**config.mk**
```make
export PLATFORM = sky130hd
export DESIGN_NAME = run_ctrl
export DESIGN_NICKNAME = d
export VERILOG_FILES = /design/src/rtl/run_ctrl_pkg.sv /design/src/rtl/run_wdog.sv /design/src/rtl/run_ctrl.sv
export SDC_FILE = /design/constraint.sdc
export NUM_CORES = 1
export LEC_CHECK = 0
export ABC_AREA = 1
export CORE_ASPECT_RATIO = 2
export CORE_MARGIN = 1.5
export CORE_UTILIZATION = 35
export CTS_CLUSTER_SIZE = 20
export DETAILED_ROUTE_END_ITERATION = 16
export PLACE_DENSITY_LB_ADDON = 0.08
export SYNTH_ARGS = -nofsm -noshare
export SYNTH_HDL_FRONTEND = slang
export SYNTH_SLANG_ARGS = --single-unit
```
**constraint.sdc**
```tcl
create_clock -name clk -period 1.82 [get_ports clk]
set_clock_uncertainty 0.2 [all_clocks]
set_input_delay 0.364 -clock clk [delete_from_list [all_inputs] [get_ports clk]]
set_output_delay 0.364 -clock clk [all_outputs]
set_load 0.005 [all_outputs]
```
**src/rtl/run_ctrl_pkg.sv**
```systemverilog
// Shared state encoding and parameter defaults for the run controller.
package run_ctrl_pkg;

  typedef enum logic [2:0] {
    ST_IDLE,
    ST_LOAD,
    ST_LAUNCH,
    ST_WAIT,
    ST_DRAIN,
    ST_ABORT
  } state_t;

  localparam int unsigned DEF_N_LOAD   = 8;
  localparam int unsigned DEF_N_RES    = 4;
  localparam logic [7:0]  DEF_RES_BASE = 8'd32;
  localparam logic [11:0] DEF_TIMEOUT  = 12'd4095;

endpackage

```
**src/rtl/run_wdog.sv**
```systemverilog
// WAIT-phase cycle counter with terminal-count compare.
module run_wdog
  import run_ctrl_pkg::*;
#(
  parameter logic [11:0] TIMEOUT = DEF_TIMEOUT
) (
  input  logic clk,
  input  logic reset,
  input  logic clr,
  input  logic en,
  output logic expired
);

  logic [11:0] r_cnt;

  // Counter: cleared on entry to WAIT, advances every WAIT cycle.
  always_ff @(posedge clk) begin
    if (reset)    r_cnt <= '0;
    else if (clr) r_cnt <= '0;
    else if (en)  r_cnt <= r_cnt + 12'd1;
  end

  // The parent qualifies this with its WAIT state.
  assign expired = (r_cnt == TIMEOUT);

endmodule

```
**src/rtl/run_ctrl.sv**
```systemverilog
// Run controller: load operands, launch the core, wait for done, drain results.
module run_ctrl
  import run_ctrl_pkg::*;
#(
  parameter int unsigned N_LOAD   = DEF_N_LOAD,
  parameter int unsigned N_RES    = DEF_N_RES,
  parameter logic [7:0]  RES_BASE = DEF_RES_BASE,
  parameter logic [11:0] TIMEOUT  = DEF_TIMEOUT
) (
  input  logic       clk,
  input  logic       reset,
  input  logic       start,
  input  logic       ld_valid,
  input  logic [7:0] ld_data,
  output logic       ld_ready,
  output logic       mem_wr_en,
  output logic [7:0] mem_addr,
  output logic [7:0] mem_wr_dat,
  input  logic [7:0] mem_rd_dat,
  output logic       core_req,
  input  logic       core_done,
  output logic       res_valid,
  output logic [7:0] res_data,
  input  logic       res_ready,
  output logic       busy,
  output logic       timeout
);

  // Addresses of the final load / drain beats (modulo 256).
  localparam logic [7:0] LAST_LD  = 8'(N_LOAD - 1);
  localparam logic [7:0] LAST_RES = 8'(RES_BASE + N_RES - 1);

  state_t     r_state, w_next;
  logic [7:0] r_addr;
  logic       r_armed;
  logic       r_timeout;
  logic       w_done_ok;
  logic       w_expired;
  logic       w_wd_clr;
  logic       w_wd_en;

  assign w_wd_clr  = (r_state == ST_LAUNCH);
  assign w_wd_en   = (r_state == ST_WAIT);
  assign w_done_ok = (r_state == ST_WAIT) && core_done && r_armed;

  run_wdog #(.TIMEOUT(TIMEOUT)) u_wdog (
    .clk     (clk),
    .reset   (reset),
    .clr     (w_wd_clr),
    .en      (w_wd_en),
    .expired (w_expired)
  );

  // State register.
  always_ff @(posedge clk) begin
    if (reset) r_state <= ST_IDLE;
    else       r_state <= w_next;
  end

  // Next-state and handshake outputs.
  always_comb begin
    w_next    = r_state;
    ld_ready  = 1'b0;
    mem_wr_en = 1'b0;
    core_req  = 1'b0;
    res_valid = 1'b0;
    case (r_state)
      ST_IDLE:   if (start) w_next = (N_LOAD == 0) ? ST_LAUNCH : ST_LOAD;
      ST_LOAD: begin
        ld_ready  = 1'b1;
        mem_wr_en = ld_valid;
        if (ld_valid && (r_addr == LAST_LD)) w_next = ST_LAUNCH;
      end
      ST_LAUNCH: begin
        core_req = 1'b1;
        w_next   = ST_WAIT;
      end
      ST_WAIT: begin
        if (w_done_ok)      w_next = ST_DRAIN;
        else if (w_expired) w_next = ST_ABORT;
      end
      ST_DRAIN: begin
        res_valid = 1'b1;
        if (res_ready && (r_addr == LAST_RES)) w_next = ST_IDLE;
      end
      ST_ABORT:  w_next = ST_IDLE;
      default:   w_next = ST_IDLE;
    endcase
    // Reset masks the strobes in the very cycle it is asserted, so a
    // mid-run reset cannot produce one last write or result beat.
    if (reset) begin
      ld_ready  = 1'b0;
      mem_wr_en = 1'b0;
      core_req  = 1'b0;
      res_valid = 1'b0;
    end
  end

  // Address register, done arming and sticky timeout flag.
  always_ff @(posedge clk) begin
    if (reset) begin
      r_addr    <= '0;
      r_armed   <= 1'b0;
      r_timeout <= 1'b0;
    end else begin
      case (r_state)
        ST_IDLE: if (start) begin
          r_addr    <= '0;
          r_timeout <= 1'b0;
        end
        ST_LOAD:   if (ld_valid) r_addr <= r_addr + 8'd1;
        ST_LAUNCH: r_armed <= 1'b0;
        ST_WAIT: begin
          if (!core_done) r_armed <= 1'b1;
          if (w_done_ok)      r_addr    <= RES_BASE;
          else if (w_expired) r_timeout <= 1'b1;
        end
        ST_DRAIN:  if (res_ready) r_addr <= r_addr + 8'd1;
        default: ;
      endcase
    end
  end

  assign busy       = !reset && (r_state != ST_IDLE);
  assign mem_addr   = r_addr;
  assign mem_wr_dat = ld_data;
  assign res_data   = mem_rd_dat;
  assign timeout    = r_timeout;

endmodule

```
==> results.md, run 1 <==
* Slew Viols, Final at 0
* DR pass1 iterations at 6
* Final instance area at 2030 µm²
* Starting density of the core at 0.364
* Remaining global-route overflow at 0
* Crit Path Class: reg2out
* Post-Syn Area at 1600 µm²
* Relative slew margins at 0.815
* Yosys cell types at 26
* Synth top area share at 0.314
* Cell taking the most area after synthesis: dfxtp_1
* Syn avg cell area at 6.33 µm²
* TritonCTS Sinks at 25
* Number of synthesized flops with an enable pin at 0
* Htree depth at 1
* Dpl ws at -0.320 ns
* Final nets at 309
* HPWL Detailed at 3.42 mm
* Row cnt at 34
* Syn Nets at 276
* Drt total wl at 4.22 mm
* F_max at 568 MHz
* CP max FO at 4
* WL/cell at 12.5 µm
* Mapped Cells at 252
* Ys async rst share at 0
* Seq/Total Area, Yosys at 0.314
* Static Leak at 0.915 nW
* Port bufs at 19
* Chip width at 50.7 µm
* Worst Max-Slew Pin Slew at 0.277 ns
* Ports at 52
* TritonCTS Buffers at 3
* Root Driver: clkbuf_8
* Endpoints failing setup at 0
* Fraction of layout cells with a size suffix above 1 at 0.236
* Slowest stage cell, crit path: clkdlybuf4s50_1
* Worst Setup End Kind: primary output
* CTS clk-pin slew, worst paths at 0.10 ns
* Max-cap violations at 0
* Worst skew pair latency at 0.28 ns
* Most frequent cell after synthesis: nand2_1
* Core area at 4380 µm²
* Synth-to-layout area growth at 27.3%
* FF+latch count, synth at 25
* Worst path bufs/invs at 1
* First-pass GRT wire length at 7.07 mm
* Crit path arrival time at 1.20 ns
* CP Data Required Time at 1.26 ns
* Ant. Diodes at 0
* Fin Hold WS at 0.247 ns
* Top delay family on crit path: buffers and inverters
* ANT nets after route at 0
* Final period util at 0.967
* Final Hold Viols at 0
* Top cells by area, synth: dfxtp_1 31%, nand2_1 14%, nor2_1 8.9%
* Overall die height at 98.5 µm
* Ys Warns at 0
* Remaining DRCs at 0
* Crit path launch type: flip-flop
* Vias per inst at 4.81
* Pwr dens at 1210 nW/µm²
* DR iter-0 viols at 21
* Gpl congestion at 0.792
* Via count at 1626
* Status: finished clean
* Max VDD drop at 0.000551 V
* Die ar. at 5000 µm²
* Area after DPL at 1920 µm²
* Top cells by count, synth: 61 x nand2_1, 38 x nor2_1, 31 x inv_1
* Main flop type after synthesis: dfxtp_1
* Overall routing resource usage at 0.190
* CP max stage delay at 0.53 ns
* Setup ws final at 0.0606 ns
* Clock Tree Buf Depth at 2
* Initial antenna violation count at 0
* Largest net degree at the start of global routing at 15
* Hold WC Path Type: reg2reg
* Min Clock Period, post-route at 1.76 ns
* Vias in the first global route at 1630
* CTS tree: done
* Final core utilization at 0.463
* Fill cells at 485
* Crit-path cells: clkdlybuf4s50_1
-- layout make-up --
type / instances / area (µm²) / share of cell area
clock buffers: 3 / 41.3 / 0.0203
clock inverters: 1 / 5.00 / 0.00246
inverters: 33 / 124 / 0.0610
multi-input cells: 175 / 881 / 0.434
flip-flops and latches: 25 / 514 / 0.253
repair buffers: 47 / 398 / 0.196
well taps: 54 / 67.6 / 0.0333
-- metrics by stage --
step	power (mW)	setup TNS, ns	std cells
after global placement	2.00	-2.29	332
after detailed placement	1.99	-2.45	332
after CTS	2.43	0	338
final	2.46	0	338
after global routing	2.67	-0.00522	338
after floorplan	1.40	0	252
-- path summary, 6_finish.rpt --
kind	slack, ns	start	cells past startpoint	to
worst min-delay path	0.25	timeout$_SDFFE_PP0P_	2	timeout$_SDFFE_PP0P_
worst max-delay path	0.06	mem_addr[2]$_SDFFE_PP0P_	1	mem_addr[2]
worst min register to register	0.25	timeout$_SDFFE_PP0P_	2	timeout$_SDFFE_PP0P_
worst max register to register	0.14	u_wdog.r_cnt[1]$_SDFFE_PP0P_	9	r_state[2]$_SDFFE_PP0P_
-- report_power, final --
part / switching, mW / internal [mW] / total, mW
sequential: 0.0939 / 0.637 / 0.730
combinational: 0.745 / 0.633 / 1.38
clock: 0.197 / 0.154 / 0.351
-- placed cells by master, fill, tap and decap left out, types with 4 or more instances in the layout --
cell type / synthesis / routed
a21oi_1: 21 / 20
buf_4: 17 / 24
clkdlybuf4s50_1: 0 / 13
dfxtp_1: 25 / 18
dfxtp_2: 0 / 5
inv_1: 31 / 29
nand2_1: 61 / 56
nand2_2: 3 / 7
nand3_1: 15 / 14
nand4_1: 7 / 7
nor2_1: 38 / 34
nor2_4: 2 / 4
o21ai_0: 10 / 8
-- flip-flops by register name, indices dropped and copies added (netlist names) --
| signal | count |
|---|---|
| mem_addr | 8 |
| r_armed | 1 |
| u_wdog.r_cnt | 12 |
| timeout | 1 |
| r_state | 3 |
-- cells by family (layout without fill, tap and decap cells) --
logic type | after synthesis | count (layout) | synth area share
AND/OR/NAND/NOR | 137 | 137 | 0.388
buffers and inverters | 52 | 84 | 0.163
AO/OA/AOI/OAI | 36 | 36 | 0.119
flip-flops | 25 | 25 | 0.314
adder cells (fa/ha/maj) | 2 | 2 | 0.0157
-- routing by layer --
metal / GRT usage / share of wire
met4: 0.112 / 0.031
met1: 0.160 / 0.33
met2: 0.393 / 0.62
met5: 0 / 0
met3: 0.0182 / 0.019
-- repair_timing --
item | CTS | global route
hold buffers | 0 | 0
pin swaps | 1 | 2
endpoints found under the setup margin | 13 | 12
resized for setup | 32 | 16
buffers inserted | 2 | 0
No activity file was read; power rests on OpenSTA's default activity.
==> inputs of run 2 (changes only) <==
--- a/config.mk
+++ b/config.mk
@@ -5,10 +5,9 @@
 export SDC_FILE = /design/constraint.sdc
 export NUM_CORES = 1
 export LEC_CHECK = 0
-export ABC_AREA = 1
 export CORE_ASPECT_RATIO = 2
 export CORE_MARGIN = 1.5
-export CORE_UTILIZATION = 35
+export CORE_UTILIZATION = 45
 export CTS_CLUSTER_SIZE = 20
 export DETAILED_ROUTE_END_ITERATION = 16
 export PLACE_DENSITY_LB_ADDON = 0.08
==> run 2 against run 1 <==
The flow now finishes with violations (design-rule violations, negative setup slack); synthesized cell count is 22% lower; synthesized area down 3.5%; first-iteration DRC count rose by 95%; cell count shrank 19%; design area increased by 11%; sequential power decreased by 13%; global-route usage rose by 6.2 points; sequential share of layout area down 2.3 points; hold slack improved by 0.038 ns; register-to-register slack worse by 0.32 ns; critical endpoint is now mem_addr[1]$_SDFFE_PP0P_; largest cell class unchanged.
==> results.md, run 2 <==
* Htree depth at 1 (unchanged)
* Largest net degree at the start of global routing at 16 (+1)
* Non-Filler Instances at 274 (-19%)
* Initial antenna violation count at 0 (unchanged)
* Clock Tree Buf Depth at 2 (unchanged)
* Seq/Total Area, Yosys at 0.325 (+0.0112)
* Top cells by area, synth: dfxtp_1 32%, buf_4 7.8%, a21oi_1 4.9%
* Ant. Diodes at 0 (unchanged)
* CP max FO at 4 (unchanged)
* Vias per inst at 6.00 (+25%)
* Ys async rst share at 0 (unchanged)
* Slew Viols, Final at 0 (unchanged)
* Relative slew margins at 0.691 (-0.124)
* Biggest register: u_wdog.r_cnt
* Drt total wl at 4.69 mm (+11%)
* Reg2Reg Launch Point: r_state[1]$_SDFFE_PP0P_
* Mapped Cells at 196 (-22%)
* Via count at 1645 (+1.2%)
* Share of power burned in registers at 0.316 (+0.019)
* RSZ-0062 raised after global routing: yes
* Max VDD drop at 0.000645 V (+17%)
* DR iter-0 viols at 41 (+95%)
* WL/cell at 17.1 µm (+37%)
* Die ar. at 3800 µm² (-24%)
* DR pass1 iterations at 10 (+4)
* Main flop type after synthesis: dfxtp_1
* Final setup TNS at -1.28 ns (-1.28 ns)
* CTS tree: done
* HPWL Detailed at 3.30 mm (-3.6%)
* Syn Nets at 220 (-20%)
* F_max at 500 MHz (-12%)
* Clock network power share at 0.173 (+0.030)
* Hold WC Path Type: reg2reg
* R2R cell count at 6 (-3)
* Final core utilization at 0.697 (+0.234)
* FF+latch count, synth at 25 (unchanged)
* Ports at 52 (unchanged)
* CP Data Required Time at 1.83 ns (+0.57 ns)
* Top cells by count, synth: 25 x dfxtp_1, 20 x nand2_1, 17 x nor2_1
* Remaining global-route overflow at 0 (unchanged)
* Combinational power share at 0.510 (-0.050)
* Endpoints failing setup at 12 (+12)
* Crit Path Class: reg2reg
* P_int at 1.32 mW (-7.3%)
* Static Leak at 0.941 nW (+2.9%)
* Number of synthesized flops with an enable pin at 0 (unchanged)
* Starting density of the core at 0.477 (+0.113)
* Most frequent cells in the layout: 38 x buf_4, 18 x nand2_1, 16 x nor2_1, 15 x dfxtp_1, 14 x a21oi_1
* Ys Warns at 0 (unchanged)
* Row cnt at 29 (-15%)
* CP startpoint: r_state[1]$_SDFFE_PP0P_
* Synth top area share at 0.325 (+0.0112)
* Most common cell after layout, fill and taps aside: buf_4
* Hold_sp: timeout$_SDFFE_PP0P_
* Switching Share at 0.341 (-0.0802)
* First-pass GRT wire length at 7.27 mm (+2.7%)
* Min Clock Period, post-route at 2.00 ns (+0.240 ns)
* Slowest stage cell, crit path: or4b_1
* Overall routing resource usage at 0.252 (+0.0622)
* Final period util at 1.10 (+0.132)
* Pwr dens at 890 nW/µm² (-27%)
* CP max stage delay at 0.46 ns (-0.07 ns)
* TritonCTS Sinks at 25 (unchanged)
* Fill cells at 273 (-44%)
* Failing checks: design-rule violations, negative setup slack
* Fin Hold WS at 0.285 ns (+0.0379 ns)
* Gpl congestion at 0.878 (+11%)
* Most frequent cell after synthesis: dfxtp_1
* Post-Syn Area at 1540 µm² (-3.5%)
* CTS clk-pin slew, worst paths at 0.09 ns (about the same)
* Yosys cell types at 46 (+77%)
* Worst Max-Slew Pin Slew at 0.461 ns (+0.183 ns)
* Largest register FFs at 12 (unchanged)
* Remaining DRCs at 4 (+4)
* Worst skew pair latency at 0.28 ns (about the same)
* TritonCTS Buffers at 3 (unchanged)
* Hold depth at 2 (unchanged)
* Overall die height at 85.7 µm (-13%)
* Psw at 0.683 mW (-34%)
* Final nets at 268 (-13%)
* Cell taking the most area after synthesis: dfxtp_1
* Cell mode on critical path: buf_6
* Core area at 3230 µm² (-26%)
* Crit path arrival time at 2.01 ns (+0.81 ns)
* Setup ws final at -0.179 ns (-0.240 ns)
* Port bufs at 19 (unchanged)
* Synth-to-layout area growth at 46.1%
* Max-cap violations at 0 (unchanged)
* Crit path launch type: flip-flop
* Chip width at 44.4 µm (-13%)
* ANT nets after route at 0 (unchanged)
* Fraction of layout cells with a size suffix above 1 at 0.403 (+0.167)
* Syn avg cell area at 7.86 µm² (+24%)
* Status: complete, but fails checks
* Root Driver: clkbuf_8
* Crit-path cells: buf_6 -> or3b_4 -> buf_6 -> and2_4 -> or4b_1 -> a21oi_1
* Vias in the first global route at 1633 (+0.18%)
* Worst Setup End Kind: flip-flop
* Placed Instances at 260 (-22%)
* Final Hold Viols at 0 (unchanged)
==> run 2: cell count changes in the layout (fill, tap and decap cells not counted), moves of 9 or more <==
cell     before  now
nand2_1      56   18
buf_4        24   38
nand3_1      14    5
inv_1        29    3
nor2_1       34   16
buf_6         3   12
==> run 2: final cells by class <==
class,instances,area [µm²],share of cell area
multi-input combinational,142,1040,0.461
inverter,3,11.3,0.00500
clock buffer,3,41.3,0.0183
clock inverter,1,7.51,0.00334
timing repair buffer,69,597,0.265
sequential,25,518,0.230
tap,31,38.8,0.0172
==> run 2: worst paths after layout <==
kind | end | slack [ns]
hold / removal | timeout$_SDFFE_PP0P_ | 0.28
setup / recovery | mem_addr[1]$_SDFFE_PP0P_ | -0.18
hold reg to reg | timeout$_SDFFE_PP0P_ | 0.28
setup reg to reg | mem_addr[1]$_SDFFE_PP0P_ | -0.18
==> run 2: metal layers <==
metal	track usage	wire length, µm	vias to the layer above	part of all wire
met3	0.0400	141	18	0.030
li1	-	-	785	-
met2	0.481	2650	50	0.57
met5	0	0	-	0
met1	0.244	1670	792	0.36
met4	0.121	220	0	0.047
==> run 2: cells by family (layout without fill, tap and decap cells) <==
group / count (synthesis) / count (layout) / share of synthesized area
simple gates: 87 / 87 / 0.299
xor+xnor: 8 / 8 / 0.0455
buf+inv: 29 / 76 / 0.112
fa+ha+maj: 2 / 2 / 0.0162
mux: 1 / 1 / 0.00650
compound gates: 44 / 44 / 0.196
flops: 25 / 25 / 0.325
==> run 2: critical path: cells and delay by family, from the launching register on <==
kind / cells / cell delay, ns
AOI/OAI and AO/OA: 1 / 0.14
buffers and inverters: 2 / 0.24
DFF: 1 / 0.37
and+or+nand+nor: 3 / 0.98
==> run 2: what timing repair did <==
item                                    CTS  global route
hold buffers                              0             0
gates resized for setup                  37            41
endpoints found under the setup margin   21            30
gates cloned                              0             0
buffers inserted                          7             3
pin swaps                                10            12
==> run 2: stage by stage <==
step,cell area [µm²],setup WS [ns],power (mW)
after floorplan,1550,-0.0711,1.05
after global placement,1910,-0.427,1.36
after detailed placement,1910,-0.486,1.38
after CTS,2130,-0.182,1.89
after global routing,2250,-0.206,2.10
final,2250,-0.179,2.00
==> run 2: power groups by stage <==
stage	Combinational, mW	Sequential (mW)	Clock, mW
floorplan	0.429	0.619	0
global placement	0.738	0.627	0
detailed placement	0.750	0.629	0
CTS	0.908	0.628	0.351
global route	1.10	0.636	0.369
finish	1.02	0.634	0.347
==> inputs of run 3 (changes only) <==
--- a/config.mk
+++ b/config.mk
@@ -5,11 +5,11 @@
 export SDC_FILE = /design/constraint.sdc
 export NUM_CORES = 1
 export LEC_CHECK = 0
-export CORE_ASPECT_RATIO = 2
 export CORE_MARGIN = 1.5
-export CORE_UTILIZATION = 45
+export CORE_UTILIZATION = 62
 export CTS_CLUSTER_SIZE = 20
 export DETAILED_ROUTE_END_ITERATION = 16
+export DONT_BUFFER_PORTS = 1
 export PLACE_DENSITY_LB_ADDON = 0.08
 export SYNTH_ARGS = -nofsm -noshare
 export SYNTH_HDL_FRONTEND = slang
==> run 3 against run 2 <==
The flow finishes with violations (negative setup slack); count of clock-buffer cells in the layout unchanged; critical path depth is 1 lower; total power down 11%; design area fell by 16%; fmax is 5.6% higher; clock power shrank 22%; hold slack lost 0.21 ns; wire length fell by 0.94%; critical path type unchanged; highest routed layer unchanged.
==> results.md, run 3 (same netlist as run 2, synthesis figures left out) <==
* Most common cell after layout, fill and taps aside: buf_4
* Gpl congestion at 0.892 (+1.5%)
* DR iter-0 viols at 94 (+130%)
* HPWL Detailed at 2.70 mm (-18%)
* Overall die height at 52.8 µm (-38%)
* Port bufs at 0 (-19)
* F_max at 528 MHz (+5.6%)
* Final Hold Viols at 0 (unchanged)
* Crit Path Class: reg2reg
* Crit path arrival time at 1.92 ns (-0.09 ns)
* Pwr dens at 934 nW/µm² (+5.0%)
* Largest net degree at the start of global routing at 16 (unchanged)
* Root Driver: clkbuf_4
* First-pass GRT wire length at 6.27 mm (-14%)
* Crit-path cells: or3b_4 -> and2_4 -> buf_4 -> a2bb2oi_2 -> a32o_1
* CP Data Required Time at 1.85 ns (+0.02 ns)
* Final nets at 237 (-12%)
* Final core utilization at 0.834 (+0.137)
* Crit path launch type: flip-flop
* Hold WC Path Type: in2reg
* R2r setup slk at -0.07 ns (+0.11 ns)
* Hold_sp: core_done
* Relative slew margins at 0.731 (+0.0400)
* Slew Viols, Final at 0 (unchanged)
* CP startpoint: r_state[2]$_SDFFE_PP0P_
* Reg2Reg Launch Point: r_state[2]$_SDFFE_PP0P_
* Fraction of layout cells with a size suffix above 1 at 0.349 (-0.0542)
* Initial antenna violation count at 0 (unchanged)
* Capture point of the worst reg-to-reg path: r_state[0]$_SDFFE_PP0P_
* Remaining global-route overflow at 0 (unchanged)
* DR pass1 iterations at 4 (-6)
* Status: complete, but fails checks
* CTS clk-pin slew, worst paths at 0.15 ns (+0.06 ns)
* Setup ws final at -0.0725 ns (+0.107 ns)
* Setup crit end: r_state[0]$_SDFFE_PP0P_
* CP max stage delay at 0.43 ns (-0.03 ns)
* ANT nets after route at 0 (unchanged)
* Worst Setup End Kind: flip-flop
* CTS tree: done
* Static Leak at 0.714 nW (-24%)
* Remaining DRCs at 0 (-4)
* Worst Max-Slew Pin Slew at 0.401 ns (-0.0596 ns)
* Overall routing resource usage at 0.305 (+0.0526)
* Most frequent cells in the layout: 30 x buf_4, 20 x nand2_1, 19 x dfxtp_1, 16 x nor2_1, 12 x a21oi_1
* Top delay family on crit path: simple AND/OR/NAND/NOR gates
* WL/cell at 19.3 µm (+13%)
* Die ar. at 2790 µm² (-27%)
* Biggest register: u_wdog.r_cnt
* Ports at 52 (unchanged)
* Drt total wl at 4.64 mm (-0.94%)
* Failing checks: negative setup slack
* Vias in the first global route at 1391 (-15%)
* Min Clock Period, post-route at 1.89 ns (-0.107 ns)
* Clock Tree Buf Depth at 2 (unchanged)
* Fill cells at 139 (-49%)
* Chip width at 52.8 µm (+19%)
* Worst path bufs/invs at 1 (-1)
* TritonCTS Sinks at 25 (unchanged)
* Largest register FFs at 12 (unchanged)
* Synth-to-layout area growth at 23.2%
* TritonCTS Buffers at 3 (unchanged)
* Dpl ws at -0.0956 ns (+0.390 ns)
* RSZ-0062 raised after global routing: yes
* Worst skew pair latency at 0.33 ns (+0.05 ns)
* Via count at 1602 (-2.6%)
* CP max FO at 7 (+3)
* R2R cell count at 5 (-1)
* Row cnt at 17 (-41%)
* Slowest stage cell, crit path: or3b_4
* Vias per inst at 6.68 (+11%)
* Endpoints failing setup at 8 (-4)
* Max VDD drop at 0.000682 V (+5.8%)
* Final period util at 1.04 (-0.0587)
* Core area at 2280 µm² (-30%)
* Critical path depth at 5 (-1)
* Starting density of the core at 0.677 (+0.200)
* Ant. Diodes at 0 (unchanged)
* Htree depth at 1 (unchanged)
* Max-cap violations at 0 (unchanged)
-- run 3: layout make-up --
type                       instances  area (µm²)  share of cell area
multi-input combinational        142         992               0.523
sequential                        25         515               0.272
timing repair buffer              38         314               0.165
tap                               28        35.0              0.0185
clock buffer                       3        22.5              0.0119
inverter                           3        11.3             0.00593
clock inverter                     1        7.51             0.00396
-- run 3: worst reg2reg max path, stage by stage, from the launching register on --
cell and delay, ns:
dfxtp_4 0.42, or3b_4 0.44, and2_4 0.18, buf_4 0.14, a2bb2oi_2 0.17, a32o_1 0.25
-- run 3: worst min-delay path by stage --
stage,end,depth (start not counted)
floorplan,timeout$_SDFFE_PP0P_,2
global placement,mem_addr[4]$_SDFFE_PP0P_,1
detailed placement,mem_addr[4]$_SDFFE_PP0P_,1
CTS,r_state[0]$_SDFFE_PP0P_,2
global route,mem_addr[7]$_SDFFE_PP0P_,2
finish,r_armed$_SDFFE_PP0P_,3
-- run 3: report_power, final --
| group | leakage, nW | switching, mW | internal (mW) | total, mW |
|---|---|---|---|---|
| Clock | 0.0139 | 0.185 | 0.0842 | 0.270 |
| Combinational | 0.495 | 0.407 | 0.452 | 0.859 |
| Sequential | 0.205 | 0.0573 | 0.588 | 0.645 |
| Total | 0.714 | 0.650 | 1.12 | 1.77 |
-- run 3: through the flow --
| stage | hold slack [ns] | area, µm² | setup TNS [ns] | power [mW] | instances |
|---|---|---|---|---|---|
| after global routing | 0.0905 | 1900 | -0.634 | 1.84 | 240 |
| final | 0.0755 | 1900 | -0.361 | 1.77 | 240 |
| after global placement | 0.236 | 1650 | -0.0136 | 1.21 | 229 |
| after floorplan | 0.255 | 1550 | -0.103 | 1.05 | 196 |
| after CTS | 0.0814 | 1770 | -0.101 | 1.59 | 238 |
| after detailed placement | 0.237 | 1650 | -0.341 | 1.24 | 229 |
-- run 3: timing repair --
action,in CTS,in global routing
pin swaps,3,8
hold buffers,1,0
buffers inserted,4,2
hold endpoints to repair,8,0
resized for setup,16,26
endpoints found under the setup margin,11,16
-- run 3: metal layers --
layer	part of all wire	wire, µm	global-route usage
met3	0.094	436	0.0514
met2	0.48	2220	0.521
met4	0.042	197	0.158
met5	0	0	0
met1	0.39	1790	0.362
